## src/rtl/adc_pkg.sv

```systemverilog
// -----------------------------------------------------------------------------
// adc_pkg
// Shared definitions for the MCP3202 acquisition path: sequencer state
// encodings, channel constants, MCP3202 command bits (also used by the SPI
// conversion engine), default sample timing, and the round-robin channel
// picker used by the sequencer.
// No ports (package).
// -----------------------------------------------------------------------------
package adc_pkg;

    // Sequencer FSM states
    typedef enum logic [2:0] {
        ST_IDLE      = 3'd0,
        ST_WAIT_TICK = 3'd1,
        ST_START     = 3'd2,
        ST_WAIT_DONE = 3'd3,
        ST_STORE     = 3'd4
    } seq_state_e;

    // Channel identifiers; the value doubles as the MCP3202 ODD bit
    localparam logic CH0 = 1'b0;
    localparam logic CH1 = 1'b1;

    // MCP3202 command bits: start bit, single-ended mode, MSB-first output
    localparam logic MCP_START = 1'b1;
    localparam logic MCP_SGL   = 1'b1;
    localparam logic MCP_MSBF  = 1'b1;

    // 50 kHz sample rate from a 125 MHz clock
    localparam int unsigned DEFAULT_SAMPLE_DIV = 2500;
    localparam int unsigned DEFAULT_TIMEOUT    = 2400;

    // Result of a channel pick: valid is low when no channel is enabled
    typedef struct packed {
        logic valid;
        logic ch;
    } ch_pick_t;

    // Round-robin pick under a channel mask. With both channels enabled the
    // channel opposite the last one served wins.
    function automatic ch_pick_t pick_channel(input logic [1:0] mask,
                                              input logic       last_ch);
        ch_pick_t p;
        p.valid = 1'b1;
        p.ch    = CH0;
        case (mask)
            2'b00:   p.valid = 1'b0;
            2'b01:   p.ch    = CH0;
            2'b10:   p.ch    = CH1;
            default: p.ch    = ~last_ch;
        endcase
        return p;
    endfunction

endpackage

```

## src/rtl/sample_tick_gen.sv

```systemverilog
// -----------------------------------------------------------------------------
// sample_tick_gen
// Enable-gated modulo-DIV counter producing a one-cycle tick when the count
// reaches DIV-1. The count is held at 0 while disabled, so the first tick
// arrives DIV cycles after enable rises. Reusable by the DAC update path.
// Ports:
//   clk       in  system clock
//   rst_n     in  synchronous active-low reset
//   enable_i  in  run the counter; low clears it
//   tick_o    out one-cycle tick at count = DIV-1
// -----------------------------------------------------------------------------
module sample_tick_gen
    import adc_pkg::*;
#(
    parameter int unsigned DIV = DEFAULT_SAMPLE_DIV
) (
    input  logic clk,
    input  logic rst_n,
    input  logic enable_i,
    output logic tick_o
);

    localparam int unsigned   CW        = (DIV > 1) ? $clog2(DIV) : 1;
    localparam logic [CW-1:0] COUNT_MAX = CW'(DIV - 1);

    logic [CW-1:0] count_q;
    logic [CW-1:0] count_d;

    // Next count: wrap at DIV-1, collapse to zero whenever disabled
    always_comb begin
        count_d = count_q;
        if (!enable_i) begin
            count_d = '0;
        end else if (count_q == COUNT_MAX) begin
            count_d = '0;
        end else begin
            count_d = count_q + 1'b1;
        end
    end

    // Count register
    always_ff @(posedge clk) begin
        if (!rst_n) begin
            count_q <= '0;
        end else begin
            count_q <= count_d;
        end
    end

    assign tick_o = enable_i && (count_q == COUNT_MAX);

endmodule

```

## src/rtl/adc_conversion_sequencer.sv

```systemverilog
// -----------------------------------------------------------------------------
// adc_conversion_sequencer
// Issues one MCP3202 conversion per sample tick, alternating channels
// round-robin under a runtime mask, captures each 12-bit result into a
// per-channel holding register and flags overruns and engine timeouts.
// All outputs are registered.
// Ports:
//   clk, rst_n        clock, synchronous active-low reset
//   i_enable          run the sequencer; low stops new starts
//   i_ch_mask[1:0]    bit0 = CH0 enabled, bit1 = CH1 enabled
//   o_cnv_start       one-cycle start pulse to the conversion engine
//   o_cnv_odd         ODD bit (channel) of the current conversion
//   i_cnv_busy        engine busy; starts wait while high
//   i_cnv_done        one-cycle done pulse, i_cnv_data valid with it
//   i_cnv_data[11:0]  conversion result
//   o_ch0_data, o_ch1_data  last result per channel
//   o_data_valid, o_data_ch one-cycle new-result pulse and its channel
//   o_overrun         tick arrived while a conversion was in progress
//   o_timeout         engine did not answer within TIMEOUT cycles
// -----------------------------------------------------------------------------
module adc_conversion_sequencer
    import adc_pkg::*;
#(
    parameter int unsigned SAMPLE_DIV = DEFAULT_SAMPLE_DIV,
    parameter int unsigned TIMEOUT    = DEFAULT_TIMEOUT
) (
    input  logic        clk,
    input  logic        rst_n,
    input  logic        i_enable,
    input  logic [1:0]  i_ch_mask,
    output logic        o_cnv_start,
    output logic        o_cnv_odd,
    input  logic        i_cnv_busy,
    input  logic        i_cnv_done,
    input  logic [11:0] i_cnv_data,
    output logic [11:0] o_ch0_data,
    output logic [11:0] o_ch1_data,
    output logic        o_data_valid,
    output logic        o_data_ch,
    output logic        o_overrun,
    output logic        o_timeout
);

    localparam int unsigned   TW         = $clog2(TIMEOUT + 1);
    // Timeout decision is made one cycle early so the registered pulse lands
    // on the cycle where the count reaches TIMEOUT.
    localparam logic [TW-1:0] TIMER_LAST = TW'(TIMEOUT - 1);

    seq_state_e    state_q, state_d;
    logic          sel_ch_q, sel_ch_d;
    logic          last_ch_q, last_ch_d;
    logic [TW-1:0] timer_q, timer_d;
    logic [11:0]   ch0_q, ch0_d;
    logic [11:0]   ch1_q, ch1_d;
    logic          data_ch_q, data_ch_d;
    logic          start_q, start_d;
    logic          valid_q, valid_d;
    logic          overrun_q, overrun_d;
    logic          timeout_q, timeout_d;
    logic          tick;
    ch_pick_t      pick;

    sample_tick_gen #(
        .DIV(SAMPLE_DIV)
    ) u_tick (
        .clk     (clk),
        .rst_n   (rst_n),
        .enable_i(i_enable),
        .tick_o  (tick)
    );

    // Next-state and registered-output decisions. Results and the STORE-cycle
    // pulses are computed on the done cycle so they appear one cycle after
    // done. last_ch advances on timeout too, so a hung channel cannot starve
    // the other one.
    always_comb begin
        state_d   = state_q;
        sel_ch_d  = sel_ch_q;
        last_ch_d = last_ch_q;
        timer_d   = '0;
        ch0_d     = ch0_q;
        ch1_d     = ch1_q;
        data_ch_d = data_ch_q;
        start_d   = 1'b0;
        valid_d   = 1'b0;
        overrun_d = 1'b0;
        timeout_d = 1'b0;
        pick      = pick_channel(i_ch_mask, last_ch_q);

        unique case (state_q)
            ST_IDLE: begin
                if (i_enable) begin
                    state_d = ST_WAIT_TICK;
                end
            end
            ST_WAIT_TICK: begin
                if (!i_enable) begin
                    state_d = ST_IDLE;
                end else if (tick && pick.valid) begin
                    sel_ch_d = pick.ch;
                    state_d  = ST_START;
                end
            end
            ST_START: begin
                overrun_d = tick;
                if (!i_enable) begin
                    state_d = ST_IDLE;
                end else if (!i_cnv_busy) begin
                    start_d = 1'b1;
                    state_d = ST_WAIT_DONE;
                end
            end
            ST_WAIT_DONE: begin
                overrun_d = tick;
                if (i_cnv_done) begin
                    if (sel_ch_q == CH0) begin
                        ch0_d = i_cnv_data;
                    end else begin
                        ch1_d = i_cnv_data;
                    end
                    valid_d   = 1'b1;
                    data_ch_d = sel_ch_q;
                    last_ch_d = sel_ch_q;
                    state_d   = ST_STORE;
                end else if (timer_q == TIMER_LAST) begin
                    timeout_d = 1'b1;
                    last_ch_d = sel_ch_q;
                    state_d   = i_enable ? ST_WAIT_TICK : ST_IDLE;
                end else begin
                    timer_d = timer_q + 1'b1;
                end
            end
            ST_STORE: begin
                overrun_d = tick;
                state_d   = i_enable ? ST_WAIT_TICK : ST_IDLE;
            end
            default: begin
                state_d = ST_IDLE;
            end
        endcase
    end

    // State and output registers; last_ch resets to CH1 so CH0 is served first
    always_ff @(posedge clk) begin
        if (!rst_n) begin
            state_q   <= ST_IDLE;
            sel_ch_q  <= CH0;
            last_ch_q <= CH1;
            timer_q   <= '0;
            ch0_q     <= '0;
            ch1_q     <= '0;
            data_ch_q <= 1'b0;
            start_q   <= 1'b0;
            valid_q   <= 1'b0;
            overrun_q <= 1'b0;
            timeout_q <= 1'b0;
        end else begin
            state_q   <= state_d;
            sel_ch_q  <= sel_ch_d;
            last_ch_q <= last_ch_d;
            timer_q   <= timer_d;
            ch0_q     <= ch0_d;
            ch1_q     <= ch1_d;
            data_ch_q <= data_ch_d;
            start_q   <= start_d;
            valid_q   <= valid_d;
            overrun_q <= overrun_d;
            timeout_q <= timeout_d;
        end
    end

    assign o_cnv_start  = start_q;
    assign o_cnv_odd    = sel_ch_q;
    assign o_ch0_data   = ch0_q;
    assign o_ch1_data   = ch1_q;
    assign o_data_valid = valid_q;
    assign o_data_ch    = data_ch_q;
    assign o_overrun    = overrun_q;
    assign o_timeout    = timeout_q;

endmodule

```

## config.mk

```make
export PLATFORM = sky130hd
export DESIGN_NAME = adc_conversion_sequencer
export DESIGN_NICKNAME = d
export VERILOG_FILES = /design/src/rtl/adc_pkg.sv /design/src/rtl/sample_tick_gen.sv /design/src/rtl/adc_conversion_sequencer.sv
export SDC_FILE = /design/constraint.sdc
export NUM_CORES = 1
export LEC_CHECK = 0
export BUFFER_PORTS_ARGS = -buffer_cell sky130_fd_sc_hd__buf_2
export CAP_MARGIN = 5
export CORE_MARGIN = 3
export CORE_UTILIZATION = 54
export CTS_CLUSTER_DIAMETER = 150
export DETAILED_ROUTE_END_ITERATION = 16
export PLACE_DENSITY = 0.75
export SLEW_MARGIN = 20
export SYNTH_ARGS = -nofsm -noshare
export SYNTH_HDL_FRONTEND = slang
export SYNTH_SLANG_ARGS = --single-unit
export TNS_END_PERCENT = 10
```

## constraint.sdc

```tcl
create_clock -name clk -period 2 [get_ports clk]
set_input_delay 0.1 -clock clk [delete_from_list [all_inputs] [get_ports clk]]
set_output_delay 0.1 -clock clk [all_outputs]
set_load 0.01 [all_outputs]
```

# After elaboration in Yosys (flattened, before gate mapping)
# Index checks and enable logic that the tools add are counted.
classes:
  eq_ne: 12
  n_bitwise: 5
  n_mux: 16
  add_sub_neg: 2
  n_reduce_logical: 19
ops:
  columns: ["cell", "n"]
  rows:
  - ["12-bit by 1-bit adder with 12-bit output (second input constant)", 2]
  - ["12-bit equality test (second input constant)", 2]
  - ["3-bit 2-to-1 mux", 7]
  - ["3-bit case mux with 5 select lines", 1]
  - ["3-bit AND reduction", 4]
  - ["3-bit != test (second input constant)", 3]
  - ["3-bit OR reduction", 3]
  - ["2-bit AND reduction", 4]
  - ["1-bit 2-to-1 mux", 7]
  - ["3-bit by 2-bit equality test with 1-bit output (second input constant)", 2]
  - ["1-bit NOT", 5]
  - ["4-bit AND reduction", 1]
  - ["4-bit OR reduction", 1]
  - ["3-bit by 1-bit equality test with 1-bit output (second input constant)", 1]
  - ["3-bit equality test (second input constant)", 1]
  - ["3-bit logical NOT", 1]
  - ["2-bit by 1-bit equality test with 1-bit output (second input constant)", 1]
  - ["2-bit equality test (second input constant)", 1]
  - ["1-bit logical AND", 2]
  - ["2-bit logical NOT", 1]
  - ["2-bit != test (second input constant)", 1]
  - ["1-bit case mux with 2 select lines", 1]
  - ["2-bit nonzero test", 1]
  - ["2-bit OR reduction", 1]
totals:
  in_bits: 19
  regBits: 58
  wordCells: 66
  output_inout_bits: 30

# Logic depth before layout (Yosys ltp)
# Gate-level depths: netlist of the first run.
depth:
  depth_word: 6
  mapped_depth: 6
  mapped_depth_nobuf: 5

# Cells and area by module
# Synthesis of the first run repeated with hierarchy kept, for this count alone.
unflattened:
  hier_cells: 244
  hier_area_um2: 2469.9
modules_own_cells:
  columns: ["module", "instances", "seq_area_each_um2", "cells_each", "area_per_inst_um2"]
  rows:
  - ["adc_conversion_sequencer", 1, 920.9, 188, 1935.6]
  - ["sample_tick_gen", 1, 240.2, 56, 534.3]

# Worst setup path before layout of the first run
# No wires, ideal clock.
synth_timing:
  kind: "reg2reg"
  startpoint: "reg u_tick.count_q[0]"
  endpoint: "reg u_tick.count_q[8]"
  required_ns: 1.885
  setup_ns: 0.115
  path_buffers: 1
  path_slack_ns: 0.600
  arrival_ns: 1.285
  stages_incl_launch_ff: 7
  cell_sequence: "dfxtp_1 > ha_1 > nor4b_1 > nand3_1 > nand3_1 > buf_4 > nor2_1"
synth_between:
  elab_chain_cells: 2
  word_cells_on_any_way: 3
  classes_between: "1 x add/sub; 1 x eq/ne; 1 x reduce/logical"
synth_lines:
  columns: ["item", "line", "rtl"]
  rows:
  - ["start: declaration", "sample_tick_gen.sv:26", "logic [CW-1:0] count_q;"]
  - ["start signal: assignment", "sample_tick_gen.sv:46", "count_q <= count_d;"]
  - ["parallel branches: the longest is 2 deep, another holds 12-bit by 1-bit adder with 12-bit output", null, null]
# Parallel ways; which one is timed is not known.
# A chain may end at the register's enable or synchronous reset.

# Final worst setup path of the first run
layout_timing:
  startpoint: "reg u_tick.count_q[0]"
  endpoint: "reg u_tick.count_q[2]"
# Same word-level chain as after synthesis.

==> results of run 1 <==
[timing repair]
| action | in CTS | in global routing |
|---|---|---|
| hold buffers | 1 | 0 |
| endpoints found under the setup margin | 0 | 0 |
| endpoints found under the hold margin | 1 | 0 |
[sequential cells by signal, summed over array words and instances, names as in the netlist]
signal and count:
last_ch_q 1, o_ch0_data 12, o_ch1_data 12, o_cnv_odd 1, o_cnv_start 1, o_data_ch 1, o_data_valid 1, o_overrun 1
o_timeout 1, state_q 3, timer_q 12, u_tick.count_q 12
[cell type report]
type	instances	area [um2]	share of cell area
Sequential cell	58	1161	0.4070
Inverter	2	7.507	0.002632
Clock buffer	12	165.2	0.05789
Clock inverter	4	25.02	0.008772
Timing Repair Buffer	52	272.8	0.09561
Multi-Input combinational cell	170	1159	0.4061
Tap cell	50	62.56	0.02193
[worst max-delay path, cell delays in order (launching register included)]
cell and delay (ns):
dfxtp_1 0.36, ha_1 0.21, nor4b_1 0.32, nand3_1 0.15, nand3_1 0.36, nor2_1 0.10
[power by group]
| group | total (mW) | switching [mW] | internal, mW |
|---|---|---|---|
| registers | 1.16 | 0.00465 | 1.16 |
| logic | 0.0606 | 0.0310 | 0.0296 |
| clock network | 0.989 | 0.443 | 0.546 |
[routing by layer]
| metal | global-route usage | share of wire | vias to the layer above |
|---|---|---|---|
| met1 | 0.2270 | 0.48 | 812 |
| met4 | 0.08811 | 0.020 | 0 |
| met5 | 0 | 0 | - |
| met3 | 0.06510 | 0.046 | 9 |
| met2 | 0.2679 | 0.46 | 34 |
| li1 | - | - | 918 |
[cell families (layout without fill, tap and decap cells)]
| group | after synthesis | in the layout |
|---|---|---|
| adder cells (fa/ha/maj) | 2 | 2 |
| multiplexers | 26 | 26 |
| AND/OR/NAND/NOR | 112 | 112 |
| flip-flops | 58 | 58 |
| buffers and inverters | 11 | 70 |
| AO/OA/AOI/OAI | 10 | 10 |
| XOR/XNOR | 20 | 20 |
[how the worst max path moves through the flow]
stage                      startpoint                  to  slack, ns  depth (start not counted)
floorplan           u_tick.count_q[0]   u_tick.count_q[8]       0.60                          6
global placement    u_tick.count_q[0]   u_tick.count_q[2]       0.41                          5
detailed placement  u_tick.count_q[0]  u_tick.count_q[10]       0.35                          5
CTS                 u_tick.count_q[0]  u_tick.count_q[10]       0.35                          5
global route        u_tick.count_q[0]  u_tick.count_q[10]       0.24                          5
finish              u_tick.count_q[0]   u_tick.count_q[2]       0.37                          5
[placed cells by master, fill, tap and decap left out, types with 3 or more instances in the layout]
| cell type | synthesis | final |
|---|---|---|
| xor2_1 | 11 | 11 |
| and3_1 | 5 | 5 |
| buf_4 | 1 | 3 |
| dfxtp_1 | 58 | 58 |
| mux2i_1 | 26 | 26 |
| nor3_1 | 4 | 4 |
| xnor2_1 | 9 | 9 |
| buf_2 | 0 | 48 |
| clkbuf_8 | 0 | 12 |
| nand2_1 | 16 | 16 |
| nand4_1 | 5 | 5 |
| nand3b_1 | 3 | 3 |
| nor2b_1 | 25 | 25 |
| nand3_1 | 10 | 10 |
| nor2_1 | 28 | 28 |
==> flow_summary.ini, run 1 <==
[sta]
drv_slew = 0
slew_headroom = 0.6976
finClkSkew_ns = 0.008167
max_freq_mhz = 615.1
worst_slew_pin_slew_ns = 0.4523
whs_ns = 0.03551
rsz0062_at_grt = false
setup_violations = 0
finalHoldViolations = 0
min_period_ns = 1.626
setup_ws_ns = 0.3742
fin_setup_tns_ns = 0
period_share = 0.8129

[yosys]
synth_common_cells = dfxtp_1, nor2_1, mux2i_1, nor2b_1, nand2_1
ys_dominant_reg_cell = dfxtp_1
synthXorXnorAreaFrac = 0.07334
yosys.area_share.simple = 0.2635
ys_ff_latch = 58
synth_compound_area_frac = 0.02881
yosysMostFrequentCell = dfxtp_1
synth_edf_count = 0
synthTopCellsByArea = dfxtp_1, mux2i_1, nor2b_1
synth_top_family_by_area = simple AND/OR/NAND/NOR gates
netlist-cell-type-count = 38
yosys-mux-area-fraction = 0.1090
ys.warnings.count = 0
syn_nets = 260
yosys.area.top_type = dfxtp_1
syn_inst = 239
async_flop_share = 0
yosysTopAreaCellShare = 0.4861
synth_area_um2 = 2389
ys_seq_area_frac = 0.4861
synth_fa_ha_area_frac = 0.01048
syn_avg_cell_area_um2 = 9.994

[clock_tree]
htreeDepth = 3
clock-sinks = 58
cts_tree = yes
clkTransAtPathRegs_ns = 0.07
post-cts-setup-buffers = 0
cts_resized = 0
cts_buffers = 9
clk_latency_ns = 0.33
cts_root_buf = clkbuf_8
cts_max_path_buffers = 2

[hold_path]
hp-class = in2reg
holdPathStages = 3
min_to = o_ch1_data[5]
min_from = i_cnv_data[5]

[placement]
dp.final_hpwl_mm = 3.003
portBuffers = 48
place.gp.congestion = 0.7689
dp_cells = 331
pre_cts_slack_ns = 0.3517
placedInstanceArea_um2 = 2653

[finish]
fin_nets = 314
fin_util = 0.6884
design_area_um2 = 2853
drive_above_1_share = 0.2416
layout.cells.non_filler = 348
syn_to_final_growth_pct = 19.43
n_fill_cell = 354
diodes = 0

[floorplanning]
start_util = 0.5764
die_w_um = 72.51
die_h_um = 72.51
io_pins = 49
rows = 23
design.die.area_um2 = 5257
core_um2 = 4144

[critical_path]
r2r-start = u_tick.count_q[0]
r2r_slack_ns = 0.37
reg2reg_depth = 5
cp-end-kind = register
crit_path_start_kind = register
cp.arrival_ns = 1.82
cp_max_fo = 12
worstSetupPathType = reg2reg
worstPathRequired_ns = 2.19
regToRegEndpoint = u_tick.count_q[2]

[grt]
grt-ovfl-total = 0
grt_pass1_wl_mm = 7.217
grt_pass1_vias = 1646
grt_max_degree = 28
gr-usage-all-layers = 0.1787
antenna_found_initial = 0

[drt]
final_antenna_net_count = 0
vias = 1773
via_per_inst = 5.095
drcViolationCount = 0
drt_wl_total_mm = 4.336
first_pass_iters = 4
wl_per_cell_um = 12.46
drt_iter0_drc = 96

[power_and_ir_drop]
power-per-cell-area_nw_per_um2 = 775.9
worst_ir_drop_vdd_mv = 0.7395
power.leakage_nw = 1.207
p_total_mw = 2.213

[outcome]
status = complete, no violations

[flow_run]
maxCapViolCount = 0
No activity file was read; power rests on OpenSTA's default activity.
==> inputs of run 2 (changes only) <==
--- a/config.mk
+++ b/config.mk
@@ -8,10 +8,10 @@
 export BUFFER_PORTS_ARGS = -buffer_cell sky130_fd_sc_hd__buf_2
 export CAP_MARGIN = 5
 export CORE_MARGIN = 3
-export CORE_UTILIZATION = 54
+export CORE_UTILIZATION = 48
 export CTS_CLUSTER_DIAMETER = 150
 export DETAILED_ROUTE_END_ITERATION = 16
-export PLACE_DENSITY = 0.75
+export PLACE_DENSITY = 0.7
 export SLEW_MARGIN = 20
 export SYNTH_ARGS = -nofsm -noshare
 export SYNTH_HDL_FRONTEND = slang
==> constraint.sdc (replaced) <==
create_clock -name clk -period 1.47 [get_ports clk]
set_input_delay 0.0735 -clock clk [delete_from_list [all_inputs] [get_ports clk]]
set_output_delay 0.0735 -clock clk [all_outputs]
set_load 0.01 [all_outputs]
==> flow_summary.ini, run 2 (synthesized netlist as in run 1, its figures left out) <==
[drt]
wl_per_cell_um = 12.66
final_antenna_net_count = 0
vias = 1836
first_pass_iters = 4
drcViolationCount = 0
drt_wl_total_mm = 4.786
drt_iter0_drc = 79
via_per_inst = 4.857

[finish]
drive_above_1_share = 0.2797
fin_nets = 328
layout.cells.non_filler = 378
diodes = 0
final_common_cell = dfxtp_1
syn_to_final_growth_pct = 27.13
mostFrequentLayoutCells = dfxtp_1, buf_2, nor2_1, mux2i_1, nor2b_1

[critical_path]
worstSetupPathType = reg2reg
slowest_delay_ns = 0.34
worstPathRequired_ns = 1.69
crit_path_start_kind = register
slowest_stage = dfxtp_1
path_cells = ha_1, buf_4, nand3_1, nor4_2, xnor2_1, nor2_1
cp.arrival_ns = 1.67
cp-end-kind = register
reg2reg_depth = 6
cp_max_fo = 4

[floorplanning]
start_util = 0.5024
design.die.area_um2 = 5858
core_um2 = 4755
die_h_um = 76.54
die_w_um = 76.54
io_pins = 49
rows = 25

[placement]
dp.final_hpwl_mm = 3.050
dp_cells = 359
pre_cts_slack_ns = -0.03871
place.gp.congestion = 0.7564
portBuffers = 48

[outcome]
status = complete, no violations

[sta]
min_period_ns = 1.445
period_share = 0.9832
slew_headroom = 0.7721
setup_violations = 0
fin_setup_tns_ns = 0
max_freq_mhz = 691.9
setup_ws_ns = 0.02465
finalHoldViolations = 0
worst_slew_pin_slew_ns = 0.3388
finClkSkew_ns = 0.005499
drv_slew = 0

[power_and_ir_drop]
power-per-cell-area_nw_per_um2 = 973.4
p_sw_mw = 0.6395
combPwrFrac = 0.035
netSwitchingFraction = 0.2163
power_frac_seq = 0.535
power.leakage_nw = 1.292
p_total_mw = 2.956
worst_ir_drop_vdd_mv = 0.5235
internal_power_mw = 2.316
clock_power_share = 0.431

[clock_tree]
clkTransAtPathRegs_ns = 0.06
cts_root_buf = clkbuf_8
post-cts-setup-buffers = 0
htreeDepth = 3
cts_max_path_buffers = 2
cts_buffers = 9
cts_tree = yes
clk_latency_ns = 0.33
clock-sinks = 58

[flow_run]
maxCapViolCount = 0

[hold_path]
holdPathStages = 3
hp-class = in2reg

[grt]
grt_max_degree = 26
grt_pass1_wl_mm = 8.328
grt-ovfl-total = 0
antenna_found_initial = 0
gr-usage-all-layers = 0.1787
grt_pass1_vias = 1844
## run 2: cell types whose count changed in the layout (fill, tap and decap cells not counted), sizes merged
cell         before  now
buf              51   62
clkinv            2    3
dlygate4sd3       1    3
nand2b            1    2
clkinvlp          2    0
## run 2: power by group through the flow
stage / clock [mW] / combinational (mW) / sequential (mW)
after floorplan: 0 / 0.0413 / 1.62
after global placement: 0 / 0.0941 / 1.61
after detailed placement: 0 / 0.0941 / 1.61
after CTS: 1.30 / 0.102 / 1.58
after global routing: 1.38 / 0.115 / 1.58
final: 1.27 / 0.102 / 1.58
## run 2: path summary, 6_finish.rpt
path	from	endpoint	slack (ns)
worst max-delay path	u_tick.count_q[1]	u_tick.count_q[10]	0.02
worst min-delay path	i_cnv_data[1]	o_ch1_data[1]	0.01
worst max register to register	u_tick.count_q[1]	u_tick.count_q[10]	0.02
worst min register to register	timer_q[0]	timer_q[0]	0.46
## run 2: cell type report
type                            instances  area [um2]
Timing Repair Buffer                   65       412.9
Fill cell                             416        1718
Clock buffer                           12       155.1
Inverter                                2       7.507
Clock inverter                          3       15.01
Sequential cell                        58        1161
Multi-Input combinational cell        171        1201
Tap cell                               67       83.83
## run 2: what timing repair did
item / 4_1_cts / 5_1_grt
gates cloned: 0 / 1
gates resized for setup: 1 / 5
hold buffers: 3 / 0
pin swaps: 0 / 0
endpoints found under the setup margin: 13 / 18
endpoints found under the hold margin: 3 / 0
## run 2: worst max-delay path, delay by kind of cell, from the launching register on
| kind | cells | cell delay (ns) |
|---|---|---|
| flops | 1 | 0.34 |
| simple gates | 3 | 0.53 |
| xor+xnor | 1 | 0.16 |
| fa+ha+maj | 1 | 0.19 |
| buf+inv | 1 | 0.12 |
## run 2: metrics by stage
stage	instance area (um2)	hold slack, ns	utilization
after global placement	2794	0.2546	0.5876
after floorplan	2389	0.1496	-
after CTS	3000	0.001941	0.6311
after global routing	3037	0.01582	0.6387
after detailed placement	2794	0.2592	0.5876
final	3037	0.01270	0.6387
## run 2: metal layers
| layer | global-route usage | wire length (um) | share of wire |
|---|---|---|---|
| met4 | 0.1051 | 131 | 0.027 |
| met1 | 0.2186 | 2294 | 0.48 |
| met3 | 0.04492 | 171 | 0.036 |
| met2 | 0.2838 | 2189 | 0.46 |
| met5 | 0 | 0 | 0 |
==> inputs of run 3 (changes only) <==
--- a/config.mk
+++ b/config.mk
@@ -11,6 +11,7 @@
 export CORE_UTILIZATION = 48
 export CTS_CLUSTER_DIAMETER = 150
 export DETAILED_ROUTE_END_ITERATION = 16
+export HOLD_SLACK_MARGIN = 0.15
 export PLACE_DENSITY = 0.7
 export SLEW_MARGIN = 20
 export SYNTH_ARGS = -nofsm -noshare
==> constraint.sdc (replaced) <==
create_clock -name clk -period 1.47 [get_ports clk]
set_input_delay 0.294 -clock clk [delete_from_list [all_inputs] [get_ports clk]]
set_output_delay 0.294 -clock clk [all_outputs]
set_load 0.01 [all_outputs]
==> flow_summary.ini, run 3 (synthesized netlist as in run 1, its figures left out) <==
[critical_path]
worstPathRequired_ns = 1.68
crit_buf_inv = 1
cp.arrival_ns = 1.58
crit_path_start_kind = register
r2r_slack_ns = 0.1
worstSetupPathType = reg2reg
cp-end-kind = register
slowest_stage = dfxtp_1
path_cells = ha_1, and4_1, buf_4, nand4_1, xor2_1, nor2_1
cp_max_fo = 4
slowest_delay_ns = 0.38
critPathTopFamily = simple AND/OR/NAND/NOR gates

[sta]
setup_violations = 0
slew_headroom = 0.7695
finalHoldViolations = 0
drv_slew = 0
finClkSkew_ns = 0.005886
max_freq_mhz = 727.8
min_period_ns = 1.374
rsz0062_at_grt = true
whs_ns = 0.2376
worst_slew_pin_slew_ns = 0.3453
setup_ws_ns = 0.09604
period_share = 0.9347

[finish]
final_common_cell = dfxtp_1
diodes = 0
design_area_um2 = 3062
fin_nets = 327
drive_above_1_share = 0.2839
mostFrequentLayoutCells = dfxtp_1, buf_2, nor2_1, mux2i_1, nor2b_1
syn_to_final_growth_pct = 28.18

[drt]
vias = 1846
via_per_inst = 4.897
drt_iter0_drc = 98
drt_wl_total_mm = 4.806
wl_per_cell_um = 12.75
first_pass_iters = 4
final_antenna_net_count = 0
drcViolationCount = 0

[clock_tree]
clock-sinks = 58
clk_latency_ns = 0.32
clkTransAtPathRegs_ns = 0.06
cts_max_path_buffers = 2
cts_root_buf = clkbuf_8
cts_buffers = 9
htreeDepth = 3
cts_tree = yes
post-cts-setup-buffers = 0

[grt]
antenna_found_initial = 0
grt_pass1_vias = 1857
grt-ovfl-total = 0
grt_max_degree = 26
grt_pass1_wl_mm = 8.197
gr-usage-all-layers = 0.1751

[flow_run]
maxCapViolCount = 0

[power_and_ir_drop]
power-per-cell-area_nw_per_um2 = 1036
power.leakage_nw = 1.299
p_total_mw = 3.171
worst_ir_drop_vdd_mv = 0.5231

[floorplanning]
core_um2 = 4755
io_pins = 49
die_w_um = 76.54
die_h_um = 76.54
design.die.area_um2 = 5858
rows = 25
start_util = 0.5024

[outcome]
status = complete, no violations

[placement]
place.gp.congestion = 0.7547
pre_cts_slack_ns = 0.004933
dp.final_hpwl_mm = 3.197
portBuffers = 48
placedInstanceArea_um2 = 2801

[hold_path]
hp-class = in2reg
[run 3: worst paths after layout]
| kind | start | to | cells past startpoint |
|---|---|---|---|
| min | i_cnv_data[8] | o_ch1_data[8] | 3 |
| min reg2reg | o_data_ch | o_data_ch | 2 |
| max | timer_q[0] | timer_q[10] | 6 |
| max reg2reg | timer_q[0] | timer_q[10] | 6 |
[run 3: worst min-delay path: stages]
cell,delay (ns)
buf_2,0.09
mux2i_1,0.06
nor2b_1,0.09
[run 3: cell type report]
cell class | instances | area [um2]
Timing Repair Buffer | 64 | 400.4
Sequential cell | 58 | 1161
Fill cell | 421 | 1693
Multi-Input combinational cell | 171 | 1205
Tap cell | 67 | 83.83
Clock inverter | 2 | 35.03
Inverter | 2 | 7.507
Clock buffer | 13 | 168.9
[run 3: through the flow]
step                        util  setup TNS [ns]  instances
final                     0.6439               0        377
after CTS                 0.6355               0        376
after detailed placement  0.5892               0        360
after global routing      0.6439        -0.06774        377
after global placement    0.5892               0        360
after floorplan                -               0        239
[run 3: where the power goes]
part | internal, mW | total [mW] | switching (mW)
clock network | 0.910 | 1.49 | 0.581
registers | 1.58 | 1.58 | 0.00333
logic | 0.0525 | 0.0999 | 0.0474
[run 3: per-layer routing]
layer | up-vias | global-route usage | wire (um)
met2 | 38 | 0.2917 | 2327
met1 | 851 | 0.2058 | 2210
met5 | - | 0 | 0
li1 | 948 | - | -
met3 | 9 | 0.04019 | 167
met4 | 0 | 0.1014 | 101
[run 3: what timing repair did]
action / 4_1_cts / 5_1_grt
endpoints found under the hold margin: 1 / 0
hold buffers: 1 / 0
gates cloned: 0 / 1
gates resized for setup: 1 / 5
endpoints found under the setup margin: 11 / 17
pin swaps: 0 / 0
